==> config.mk <==
export PLATFORM = sky130hd
export DESIGN_NAME = bus_arbiter_flat
export DESIGN_NICKNAME = d
export VERILOG_FILES = /design/src/rtl/bus_arbiter_if.sv /design/src/rtl/bus_arbiter.sv /design/src/flat_wrapper.sv
export SDC_FILE = /design/constraint.sdc
export NUM_CORES = 1
export LEC_CHECK = 0
export BUFFER_PORTS_ARGS = -buffer_cell sky130_fd_sc_hd__buf_2
export CORE_AREA = 2 2 123 125
export CTS_CLUSTER_DIAMETER = 200
export DETAILED_ROUTE_END_ITERATION = 12
export DIE_AREA = 0 0 125 127
export SYNTH_ARGS = -nofsm -noshare
export SYNTH_HDL_FRONTEND = slang
export SYNTH_SLANG_ARGS = --single-unit
==> constraint.sdc <==
create_clock -name clk -period 1.9 [get_ports clk]
set_input_delay 0.38 -clock clk [delete_from_list [all_inputs] [get_ports clk]]
set_output_delay 0.38 -clock clk [all_outputs]
set_load 0.005 [all_outputs]
==> src/rtl/bus_arbiter_if.sv <==
// Wishbone-classic bus bundle. One instance per bus segment: each master
// port of the arbiter and the shared slave port. The master modport belongs
// to whoever starts cycles; the slave modport belongs to whoever answers them.
interface bus_arbiter_if #(
    parameter int ADDR_WIDTH = 32,
    parameter int DATA_WIDTH = 32
);
    logic                    cyc;
    logic                    stb;
    logic                    we;
    logic [ADDR_WIDTH-1:0]   adr;
    logic [DATA_WIDTH-1:0]   wdat;
    logic [DATA_WIDTH/8-1:0] sel;
    logic [DATA_WIDTH-1:0]   rdat;
    logic                    ack;
    logic                    err;

    modport master (
        output cyc, stb, we, adr, wdat, sel,
        input  rdat, ack, err
    );

    modport slave (
        input  cyc, stb, we, adr, wdat, sel,
        output rdat, ack, err
    );
endinterface

==> src/rtl/bus_arbiter.sv <==
// Two-master / one-slave Wishbone-classic arbiter for the shared memory bus.
// m0 is the IF fetch port (read only), m1 is the MEM load/store port.
// Alternating priority on contention, IF cancellation on branch flush, and a
// watchdog that aborts a transfer the slave never acknowledges.
module bus_arbiter #(
    parameter int ADDR_WIDTH = 32,
    parameter int DATA_WIDTH = 32,
    parameter int TIMEOUT    = 255
) (
    input  logic          clk,
    input  logic          rst_n,
    bus_arbiter_if.slave  m0,
    bus_arbiter_if.slave  m1,
    bus_arbiter_if.master s,
    input  logic          flush_if_i,
    output logic          if_wait_o,
    output logic          mem_wait_o
);
    localparam int TW = (TIMEOUT > 1) ? $clog2(TIMEOUT + 1) : 1;

    typedef enum logic [1:0] {IDLE, OWN0, OWN1} state_t;

    state_t          state;
    logic            last_owner;
    logic            drop;
    logic [TW-1:0]   timer;
    logic            err0_q;
    logic            err1_q;

    logic            req0;
    logic            req1;
    logic            grant0;
    logic            grant1;
    logic            own0;
    logic            own1;
    logic            timeout_hit;

    // m0 never writes, and the slave has no error line of its own; those
    // interface members are present only because the bundle is shared.
    logic unused_inputs;
    assign unused_inputs = ^{m0.we, m0.wdat, m0.sel, s.err};

    // Arbitration: a master whose error pulse is showing is not re-granted in
    // that same cycle, giving it the chance to drop its request first.
    always_comb begin
        own0        = (state == OWN0);
        own1        = (state == OWN1);
        req0        = m0.cyc & m0.stb & ~flush_if_i & ~err0_q;
        req1        = m1.cyc & m1.stb & ~err1_q;
        grant0      = req0 & (~req1 | last_owner);
        grant1      = req1 & (~req0 | ~last_owner);
        timeout_hit = (TIMEOUT != 0) && (timer == TW'(TIMEOUT)) && !s.ack;
    end

    // Master-side responses: only the owner sees slave data and ack.
    // A flushed fetch keeps its ack hidden from the IF stage.
    always_comb begin
        m0.rdat = own0 ? s.rdat : '0;
        m1.rdat = own1 ? s.rdat : '0;
        m0.ack  = own0 & s.ack & ~drop;
        m1.ack  = own1 & s.ack;
        m0.err  = err0_q;
        m1.err  = err1_q;
    end

    // Stall requests; forced low while reset is held so the pipeline never
    // sees a wait from a half-initialised arbiter.
    always_comb begin
        if_wait_o  = rst_n & m0.cyc & m0.stb & ~(own0 & s.ack & ~drop) & ~err0_q;
        mem_wait_o = rst_n & m1.cyc & m1.stb & ~(own1 & s.ack) & ~err1_q;
    end

    // Ownership FSM with registered slave-side bus and watchdog.
    always_ff @(posedge clk or negedge rst_n) begin
        if (!rst_n) begin
            state      <= IDLE;
            last_owner <= 1'b0;
            drop       <= 1'b0;
            timer      <= '0;
            err0_q     <= 1'b0;
            err1_q     <= 1'b0;
            s.cyc      <= 1'b0;
            s.stb      <= 1'b0;
            s.we       <= 1'b0;
            s.adr      <= '0;
            s.wdat     <= '0;
            s.sel      <= '0;
        end else begin
            err0_q <= 1'b0;
            err1_q <= 1'b0;
            case (state)
                IDLE: begin
                    if (grant0) begin
                        state      <= OWN0;
                        last_owner <= 1'b0;
                        drop       <= 1'b0;
                        timer      <= '0;
                        s.cyc      <= 1'b1;
                        s.stb      <= 1'b1;
                        s.we       <= 1'b0;
                        s.adr      <= m0.adr;
                        s.wdat     <= '0;
                        s.sel      <= '1;
                    end else if (grant1) begin
                        state      <= OWN1;
                        last_owner <= 1'b1;
                        drop       <= 1'b0;
                        timer      <= '0;
                        s.cyc      <= 1'b1;
                        s.stb      <= 1'b1;
                        s.we       <= m1.we;
                        s.adr      <= m1.adr;
                        s.wdat     <= m1.wdat;
                        s.sel      <= m1.sel;
                    end
                end
                OWN0, OWN1: begin
                    if (s.ack) begin
                        state <= IDLE;
                        drop  <= 1'b0;
                        s.cyc <= 1'b0;
                        s.stb <= 1'b0;
                    end else if (timeout_hit) begin
                        state  <= IDLE;
                        drop   <= 1'b0;
                        s.cyc  <= 1'b0;
                        s.stb  <= 1'b0;
                        err0_q <= own0 & ~drop;
                        err1_q <= own1;
                    end else begin
                        timer <= timer + TW'(1);
                        if (own0 && flush_if_i)
                            drop <= 1'b1;
                    end
                end
                default: state <= IDLE;
            endcase
        end
    end
endmodule

==> src/flat_wrapper.sv <==
// flat-port wrapper written by rule: the top's interface ports become plain ports
module bus_arbiter_flat 
#(
    parameter int ADDR_WIDTH = 32,
    parameter int DATA_WIDTH = 32,
    parameter int TIMEOUT    = 255
)
  (clk, rst_n, flush_if_i, if_wait_o, mem_wait_o, m0_cyc, m0_stb, m0_we, m0_adr, m0_wdat, m0_sel, m0_rdat, m0_ack, m0_err, m1_cyc, m1_stb, m1_we, m1_adr, m1_wdat, m1_sel, m1_rdat, m1_ack, m1_err, s_cyc, s_stb, s_we, s_adr, s_wdat, s_sel, s_rdat, s_ack, s_err);
  bus_arbiter_if #(.ADDR_WIDTH(ADDR_WIDTH), .DATA_WIDTH(DATA_WIDTH)) m0_i ();
  bus_arbiter_if #(.ADDR_WIDTH(ADDR_WIDTH), .DATA_WIDTH(DATA_WIDTH)) m1_i ();
  bus_arbiter_if #(.ADDR_WIDTH(ADDR_WIDTH), .DATA_WIDTH(DATA_WIDTH)) s_i ();
  input  logic clk;
  input  logic rst_n;
  input  logic flush_if_i;
  output logic if_wait_o;
  output logic mem_wait_o;
  input wire logic [$bits(m0_i.cyc)-1:0] m0_cyc;
  input wire logic [$bits(m0_i.stb)-1:0] m0_stb;
  input wire logic [$bits(m0_i.we)-1:0] m0_we;
  input wire logic [$bits(m0_i.adr)-1:0] m0_adr;
  input wire logic [$bits(m0_i.wdat)-1:0] m0_wdat;
  input wire logic [$bits(m0_i.sel)-1:0] m0_sel;
  output wire logic [$bits(m0_i.rdat)-1:0] m0_rdat;
  output wire logic [$bits(m0_i.ack)-1:0] m0_ack;
  output wire logic [$bits(m0_i.err)-1:0] m0_err;
  input wire logic [$bits(m1_i.cyc)-1:0] m1_cyc;
  input wire logic [$bits(m1_i.stb)-1:0] m1_stb;
  input wire logic [$bits(m1_i.we)-1:0] m1_we;
  input wire logic [$bits(m1_i.adr)-1:0] m1_adr;
  input wire logic [$bits(m1_i.wdat)-1:0] m1_wdat;
  input wire logic [$bits(m1_i.sel)-1:0] m1_sel;
  output wire logic [$bits(m1_i.rdat)-1:0] m1_rdat;
  output wire logic [$bits(m1_i.ack)-1:0] m1_ack;
  output wire logic [$bits(m1_i.err)-1:0] m1_err;
  output wire logic [$bits(s_i.cyc)-1:0] s_cyc;
  output wire logic [$bits(s_i.stb)-1:0] s_stb;
  output wire logic [$bits(s_i.we)-1:0] s_we;
  output wire logic [$bits(s_i.adr)-1:0] s_adr;
  output wire logic [$bits(s_i.wdat)-1:0] s_wdat;
  output wire logic [$bits(s_i.sel)-1:0] s_sel;
  input wire logic [$bits(s_i.rdat)-1:0] s_rdat;
  input wire logic [$bits(s_i.ack)-1:0] s_ack;
  input wire logic [$bits(s_i.err)-1:0] s_err;
  assign m0_i.cyc = m0_cyc;
  assign m0_i.stb = m0_stb;
  assign m0_i.we = m0_we;
  assign m0_i.adr = m0_adr;
  assign m0_i.wdat = m0_wdat;
  assign m0_i.sel = m0_sel;
  assign m0_rdat = m0_i.rdat;
  assign m0_ack = m0_i.ack;
  assign m0_err = m0_i.err;
  assign m1_i.cyc = m1_cyc;
  assign m1_i.stb = m1_stb;
  assign m1_i.we = m1_we;
  assign m1_i.adr = m1_adr;
  assign m1_i.wdat = m1_wdat;
  assign m1_i.sel = m1_sel;
  assign m1_rdat = m1_i.rdat;
  assign m1_ack = m1_i.ack;
  assign m1_err = m1_i.err;
  assign s_cyc = s_i.cyc;
  assign s_stb = s_i.stb;
  assign s_we = s_i.we;
  assign s_adr = s_i.adr;
  assign s_wdat = s_i.wdat;
  assign s_sel = s_i.sel;
  assign s_i.rdat = s_rdat;
  assign s_i.ack = s_ack;
  assign s_i.err = s_err;
  bus_arbiter #(.ADDR_WIDTH(ADDR_WIDTH), .DATA_WIDTH(DATA_WIDTH), .TIMEOUT(TIMEOUT)) u_core (.clk(clk), .rst_n(rst_n), .m0(m0_i), .m1(m1_i), .s(s_i), .flush_if_i(flush_if_i), .if_wait_o(if_wait_o), .mem_wait_o(mem_wait_o));
endmodule
==> key figures, run 1 <==
Status
  – Status: complete, but fails checks
  – Failing checks: negative setup slack

Power and ir drop
  – Sw Pwr: around 0.0034 W
  – Power Density: 1432 mW/mm²
  – P_leak: 3.528 nW
  – Worst vdd ir: roughly 0.8 mV
  – Clk network pwr share: 18.3%
  – P_int: 0.006507 W
  – Switching share of power: between 30% and 40%
  – Sequential power share: 30.6%
  – Combinational power share: 51.1%

Timing
  – Fmax: around 0.52 GHz
  – Worst-margin pin slew: just over 700 ps
  – Period minus WS final: approximately 1900 ps
  – Final WS setup: -22.67 ps
  – Rel. slew slack: 52.28%
  – Number of setup violations in the final report: 14
  – TNS Setup: -122.6 ps
  – RSZ-0062 raised after global routing: yes
  – Final Hold Violating Endpoints: 0
  – Setup Skew: 6.838 ps
  – Tcrit/Tclk final: 101.2%
  – Max Slew Vio Count: 0
  – Worst hold margin: 70.40 ps

Clock network
  – CTS sink cnt: 84
  – Reg clk slew, reported paths: 60 ps
  – Worst skew pair latency: 350 ps
  – Max H-tree Level: 3
  – CTS tree: built
  – Hold-fix buffers, CTS: 0
  – CTS Buffer Depth: 2
  – Num CTS Buffers: 9
  – CTS Root Buffer Type: clkbuf_16

Floorplanning
  – Initial core utilization: 29.23%
  – Die ar.: 0.01588 mm²
  – Num ports: 320
  – Die H: 127 µm
  – Core box area: 0.01442 mm²
  – Chip width: 125 µm
  – Row count: 44

Setup path
  – Arrival time worst endpoint: around 1500 ps
  – CP Max Fanout: 16
  – Buf/Inv on CP: 3
  – CP peak stage delay: 390 ps
  – CP max stage cell: dfrtp_1
  – CP top delay family: buffers and inverters
  – Worst Setup SP: u_core.state[1]$_DFFE_PN0P_
  – Launch point of the worst reg-to-reg path: u_core.state[1]$_DFFE_PN0P_
  – CP Capture Type: output pin
  – Setup crit start kind: register
  – Setup CP Type: register to output pin
  – Worst path cell trace: buf_4 -> ha_4 -> buf_12 -> and2_1 -> buf_2
  – Worst endpoint required time: ~1500 ps

Logic synthesis
  – Seq/Total Area, Yosys: 49.85%
  – Most frequent cells after synthesis: and2_1, dfrtp_1, a22o_1
  – Synth unique cells: 48
  – Post-synth EDFFs: 0
  – Fraction of registers with async set/reset: 100.0%
  – Synth warn: 0
  – Cell Area, Synth: roughly 0.0042 mm²
  – Synth area leader: dfrtp_1
  – Primary FF master, synth: dfrtp_1
  – Most frequent cell after synthesis: and2_1
  – Top-area cell type share of the netlist area: 49.85%
  – Net Count, Synth: 572
  – Cell count after synthesis: 388
  – Syn_area_per_cell: 10.87 µm²
  – Top area cells in the synthesized netlist: dfrtp_1, and2_1, a221o_1
  – Yosys reg bits: 84

Drt
  – Vias: between 4,000 and 5,000
  – Vias per cell: 4.974
  – 1st-iter DRT viols: 199
  – Per-cell routed wire length: approximately 18 µm
  – DR DRC count: 0
  – Final wirelength: 15,370 µm
  – Post-route ant nets: 0
  – Iteration count of the initial detailed-routing pass: 5

Finish
  – Fin nets: 866
  – Layout cells sized above 1: 57.50%
  – Post-Route Utilization: 48.16%
  – Syn-to-layout area delta: 64.75%

Global routing
  – Vias in the first global route: 4,253
  – Global-route wire length before repair: 22,470 µm
  – Total track usage: 17.91%
  – Initial antenna violation count: 1
  – Pin count of the biggest net entering global routing: 66
  – Total grt overflow: 0

Place
  – DPL Wire Length: 10,400 µm
  – Routability cong.: between 0.8 and 0.9
  – PortBufs: 281

Run
  – Max cap viols: 0

Worst hold path
  – Type of the tightest min-delay check: primary input to async pin
==> what timing repair did <==
action	4_1_cts	5_1_grt
endpoints found under the hold margin	0	0
pin swaps	4	50
buffers inserted	0	2
gates cloned	3	4
endpoints found under the setup margin	81	130
gates resized for setup	22	98
==> placed cells by master (no fill, tap or decap), types with 4 or more instances in the layout <==
master and count:
buf_2 232, inv_1 6, buf_12 5, nand3_1 7
a22o_1 35, clkbuf_16 13, a21oi_1 8, a221o_1 32
nor3_1 6, and2_4 49, buf_4 20, buf_6 50
dfrtp_1 84, o22a_1 4, nor2_1 4, nand2_1 13
and2_1 48
==> path summary, 6_finish.rpt <==
| kind | to | slack, ps | cells past startpoint |
|---|---|---|---|
| min reg2reg | u_core.m0.err$_DFF_PN0_ | 460 | 1 |
| max | m1_rdat[22] | -20 | 5 |
| min in group clk | u_core.s.wdat[17]$_DFFE_PN0P_ | 250 | 2 |
| min | u_core.s.adr[22]$_DFFE_PN0P_ | 70 | 2 |
| max reg2reg | u_core.timer[7]$_DFFE_PN0P_ | 80 | 7 |
| max in group asynchronous | u_core.s.adr[6]$_DFFE_PN0P_ | 1200 | 2 |
==> power groups by stage <==
| stage | registers (W) | logic [W] | clock network [W] |
|---|---|---|---|
| 2_1_floorplan | 0.00307 | 0.00210 | 0 |
| 6_report | 0.00304 | 0.00508 | 0.00182 |
| 4_1_cts | 0.00304 | 0.00440 | 0.00187 |
| 3_3_place_gp | 0.00303 | 0.00401 | 0 |
| 3_5_place_dp | 0.00304 | 0.00408 | 0 |
| 5_1_grt | 0.00315 | 0.00548 | 0.00196 |
==> layer usage <==
metal	share of wire [%]	track usage [%]	vias up
met4	3.2	6.993	0
met2	53	32.48	212
li1	-	-	2021
met3	6.5	4.858	22
met1	37	20.07	2082
met5	0	0	-
==> registers in the layout, indices dropped and copies added (netlist names) <==
register	flops
u_core.drop	1
u_core.last_owner	1
u_core.m0.err	1
u_core.m1.err	1
u_core.s.adr	32
u_core.s.cyc	1
u_core.s.sel	4
u_core.s.wdat	32
u_core.s.we	1
u_core.state	2
u_core.timer	8
==> cell families after synthesis <==
family / synth area share, %
buffers and inverters: 4.154
adder cells (fa/ha/maj): 1.484
multiplexers: 1.246
flip-flops: 49.85
AND/OR/NAND/NOR: 21.75
AO/OA/AOI/OAI: 21.51
==> metrics by stage <==
| step | worst slack (ps) | cell area (µm²) | total power (W) | instances |
|---|---|---|---|---|
| 3_3_place_gp | 53.54 | 5942 | 0.007039 | 846 |
| 4_1_cts | -51.75 | 6400 | 0.009317 | 865 |
| 3_5_place_dp | -14.53 | 5942 | 0.007120 | 846 |
| 2_1_floorplan | 97.49 | 4217 | 0.005164 | 388 |
| 5_1_grt | -81.06 | 6947 | 0.01059 | 872 |
| 6_report | -22.67 | 6947 | 0.009946 | 872 |
==> area by class of cell <==
| class | count | area (µm²) |
|---|---|---|
| Fill cell | 1312 | 7477 |
| Multi-Input combinational cell | 266 | 2145 |
| Timing Repair Buffer | 313 | 2130 |
| Sequential cell | 84 | 2102 |
| Tap cell | 184 | 230.2 |
| Clock buffer | 9 | 225.2 |
| Clock inverter | 7 | 82.58 |
| Inverter | 8 | 30.03 |
| Antenna cell | 1 | 2.502 |
Power figures use the tool's default switching activity.
==> run 2: changes to the inputs <==
--- a/config.mk
+++ b/config.mk
@@ -6,10 +6,12 @@
 export NUM_CORES = 1
 export LEC_CHECK = 0
 export BUFFER_PORTS_ARGS = -buffer_cell sky130_fd_sc_hd__buf_2
-export CORE_AREA = 2 2 123 125
+export CORE_AREA = 5 5 120 122
 export CTS_CLUSTER_DIAMETER = 200
 export DETAILED_ROUTE_END_ITERATION = 12
 export DIE_AREA = 0 0 125 127
+export PLACE_DENSITY = 0.69
+export SETUP_SLACK_MARGIN = 0.05
 export SYNTH_ARGS = -nofsm -noshare
 export SYNTH_HDL_FRONTEND = slang
 export SYNTH_SLANG_ARGS = --single-unit
==> run 2 against run 1 <==
Effect of this change: the run now ends clean; final cell count is 0.92% lower; first-iteration DRC count is 66% higher; largest cell class is now sequential cells; critical path depth stayed put; sequential share of layout area is 1.5 points higher; non-clock buffer count is 1 higher; clock skew is 2.0 ps lower; global-route usage is 2.0 points higher; core utilization is 2.4 points higher; register-to-register slack hardly changed; die area stayed put.
==> key figures, run 2 (synthesized netlist as in run 1, its figures left out) <==
Timing
  – Worst hold margin: 122.7 ps (+52.30 ps)
  – TNS Setup: 0 ps (+122.6 ps)
  – Number of setup violations in the final report: 0 (-14)
  – Worst-margin pin slew: 461.1 ps (-254.8 ps)
  – Tcrit/Tclk final: 98.47% (-2.7 points)
  – Rel. slew slack: 69.26% (+17 points)
  – Setup Skew: 4.853 ps (-1.984 ps)
  – Final Hold Violating Endpoints: 0 (unchanged)
  – Period minus WS final: 1871 ps (-51.68 ps)
  – Max Slew Vio Count: 0 (unchanged)
  – Fmax: 0.5345 GHz (+2.8%)
  – RSZ-0062 raised after global routing: yes

Setup path
  – Worst path cell trace: buf_6 -> ha_4 -> buf_16 -> and2_1 -> buf_2
  – Reg2reg path depth: 7 (unchanged)
  – CP Capture Type: output pin
  – Launch point of the worst reg-to-reg path: u_core.state[1]$_DFFE_PN0P_
  – CP peak stage delay: 400 ps (about the same)
  – CP max stage cell: dfrtp_1
  – Reg2reg setup slack: 70 ps (about the same)
  – CP Max Fanout: 16 (unchanged)
  – Setup CP Type: register to output pin
  – Worst endpoint required time: 1520 ps (about the same)
  – Crit Reg-Reg Endpoint: u_core.timer[7]$_DFFE_PN0P_
  – Setup crit start kind: register
  – Arrival time worst endpoint: 1490 ps (-50 ps)

Drt
  – DR DRC count: 0 (unchanged)
  – Vias per cell: 5.112 (+2.8%)
  – 1st-iter DRT viols: 331 (+66%)
  – Post-route ant nets: 0 (unchanged)
  – Iteration count of the initial detailed-routing pass: 4 (-1)
  – Vias: 4,417 (+1.8%)
  – Per-cell routed wire length: 19.02 µm (+7.9%)
  – Final wirelength: 16,430 µm (+7.0%)

Floorplanning
  – Core box area: 0.01309 mm² (-9.3%)
  – Num ports: 320 (unchanged)
  – Row count: 42 (-4.5%)
  – Initial core utilization: 32.22% (+3.0 points)
  – Die ar.: 0.01588 mm² (unchanged)
  – Die H: 127 µm (unchanged)
  – Chip width: 125 µm (unchanged)

Clock network
  – Max H-tree Level: 3 (unchanged)
  – CTS Buffer Depth: 2 (unchanged)
  – Worst skew pair latency: 340 ps (about the same)
  – Reg clk slew, reported paths: 70 ps (about the same)
  – Num CTS Buffers: 9 (unchanged)
  – CTS tree: built
  – Hold-fix buffers, CTS: 0 (unchanged)
  – CTS sink cnt: 84 (unchanged)
  – CTS Root Buffer Type: clkbuf_16

Global routing
  – Pin count of the biggest net entering global routing: 85 (+29%)
  – Global-route wire length before repair: 25,400 µm (+13%)
  – Total track usage: 19.88% (+2.0 points)
  – Initial antenna violation count: 0 (-1)
  – Vias in the first global route: 4,457 (+4.8%)
  – Total grt overflow: 0 (unchanged)

Status
  – Status: complete, no violations

Place
  – PortBufs: 281 (unchanged)
  – Placed cell area: 0.005984 mm² (+0.72%)
  – Routability cong.: 0.9350 (+7.2%)
  – DPL Wire Length: 12,390 µm (+19%)

Power and ir drop
  – P_leak: 3.448 nW (-2.3%)
  – Sw Pwr: 0.003385 W (-1.6%)
  – P_int: 0.006155 W (-5.4%)
  – Sequential power share: 31.8% (+1.2 points)
  – Power Density: 1442 mW/mm² (+0.74%)
  – Total power: 0.009540 W (-4.1%)
  – Worst vdd ir: 0.7962 mV (-2.4%)
  – Switching share of power: 35.49% (+0.90 points)
  – Clk network pwr share: 19.5% (+1.2 points)
  – Combinational power share: 48.7% (-2.4 points)

Finish
  – Fin nets: 866 (unchanged)
  – Syn-to-layout area delta: 56.85%
  – Most frequent cells in the layout: buf_2, and2_1, dfrtp_1
  – Regs by FF count: u_core.s.adr: 32 flops, u_core.s.wdat: 32 flops, u_core.timer: 8 flops
  – Post-Route Utilization: 50.54% (+2.4 points)
  – Fin area: 0.006614 mm² (-4.8%)
  – Most common cell after layout, fill and taps aside: buf_2
  – Layout cells sized above 1: 52.55% (-4.9 points)

Run
  – Max cap viols: 0 (unchanged)

Worst hold path
  – Type of the tightest min-delay check: primary input to async pin
## run 2: cell count changes in the layout (fill, tap and decap cells not counted), moves of 2 or more
cell,change
and2_4,-37
and2_1,+37
clkbuf_16,-4
buf_2,+37
buf_12,+2
buf_6,-36
## run 2: worst max-delay path: cells and delay by family, from the launching register on
kind / cells / cell delay, ps
buffers and inverters: 3 / 410
flip-flops: 1 / 400
adder cells (fa/ha/maj): 1 / 190
AND/OR/NAND/NOR: 1 / 160
## run 2: worst max-delay path by stage
stage | cells after the start | startpoint | endpoint
floorplan | 7 | u_core.state[0]$_DFFE_PN0P_ | u_core.timer[7]$_DFFE_PN0P_
global placement | 6 | flush_if_i | u_core.s.adr[1]$_DFFE_PN0P_
detailed placement | 6 | u_core.state[0]$_DFFE_PN0P_ | u_core.timer[7]$_DFFE_PN0P_
CTS | 5 | u_core.state[0]$_DFFE_PN0P_ | m0_rdat[17]
global route | 5 | u_core.state[0]$_DFFE_PN0P_ | if_wait_o
finish | 5 | u_core.state[0]$_DFFE_PN0P_ | m0_rdat[6]
## run 2: per-layer routing
metal	part of all wire, %	global-route usage (%)	routed length [µm]	vias up
li1	-	-	-	2036
met1	41	25.55	6758	2140
met2	49	32.81	8036	202
met3	6.8	4.466	1121	39
met4	3.1	7.844	517	0
met5	0	0	0	-
## run 2: layout make-up
type                    count  area [µm²]
fillers                  1192        6471
flip-flops and latches     84        2102
multi-input cells         265        2068
repair buffers            314        1872
clock buffers               9       225.2
well taps                 176       220.2
clock inverters             7       93.84
inverters                   8       30.03
diodes                      1       2.502
## run 2: power by group through the flow
stage	Clock (W)	Combinational, W	Sequential, W
after detailed placement	0	0.00420	0.00304
after floorplan	0	0.00210	0.00307
final	0.00186	0.00464	0.00304
after CTS	0.00191	0.00456	0.00302
after global placement	0	0.00413	0.00299
after global routing	0.00200	0.00506	0.00313
## run 2: timing repair
item | CTS | global route
gates resized for setup | 33 | 18
pin swaps | 6 | 10
setup endpoints to repair | 67 | 136
gates cloned | 2 | 0
setup buffers | 4 | 1
## run 2: stage by stage
step / worst slack [ps] / cells
2_1_floorplan: 97.49 / 388
3_3_place_gp: 84.28 / 840
3_5_place_dp: 31.70 / 840
4_1_cts: 24.49 / 862
5_1_grt: -58.09 / 863
6_report: 29.01 / 864
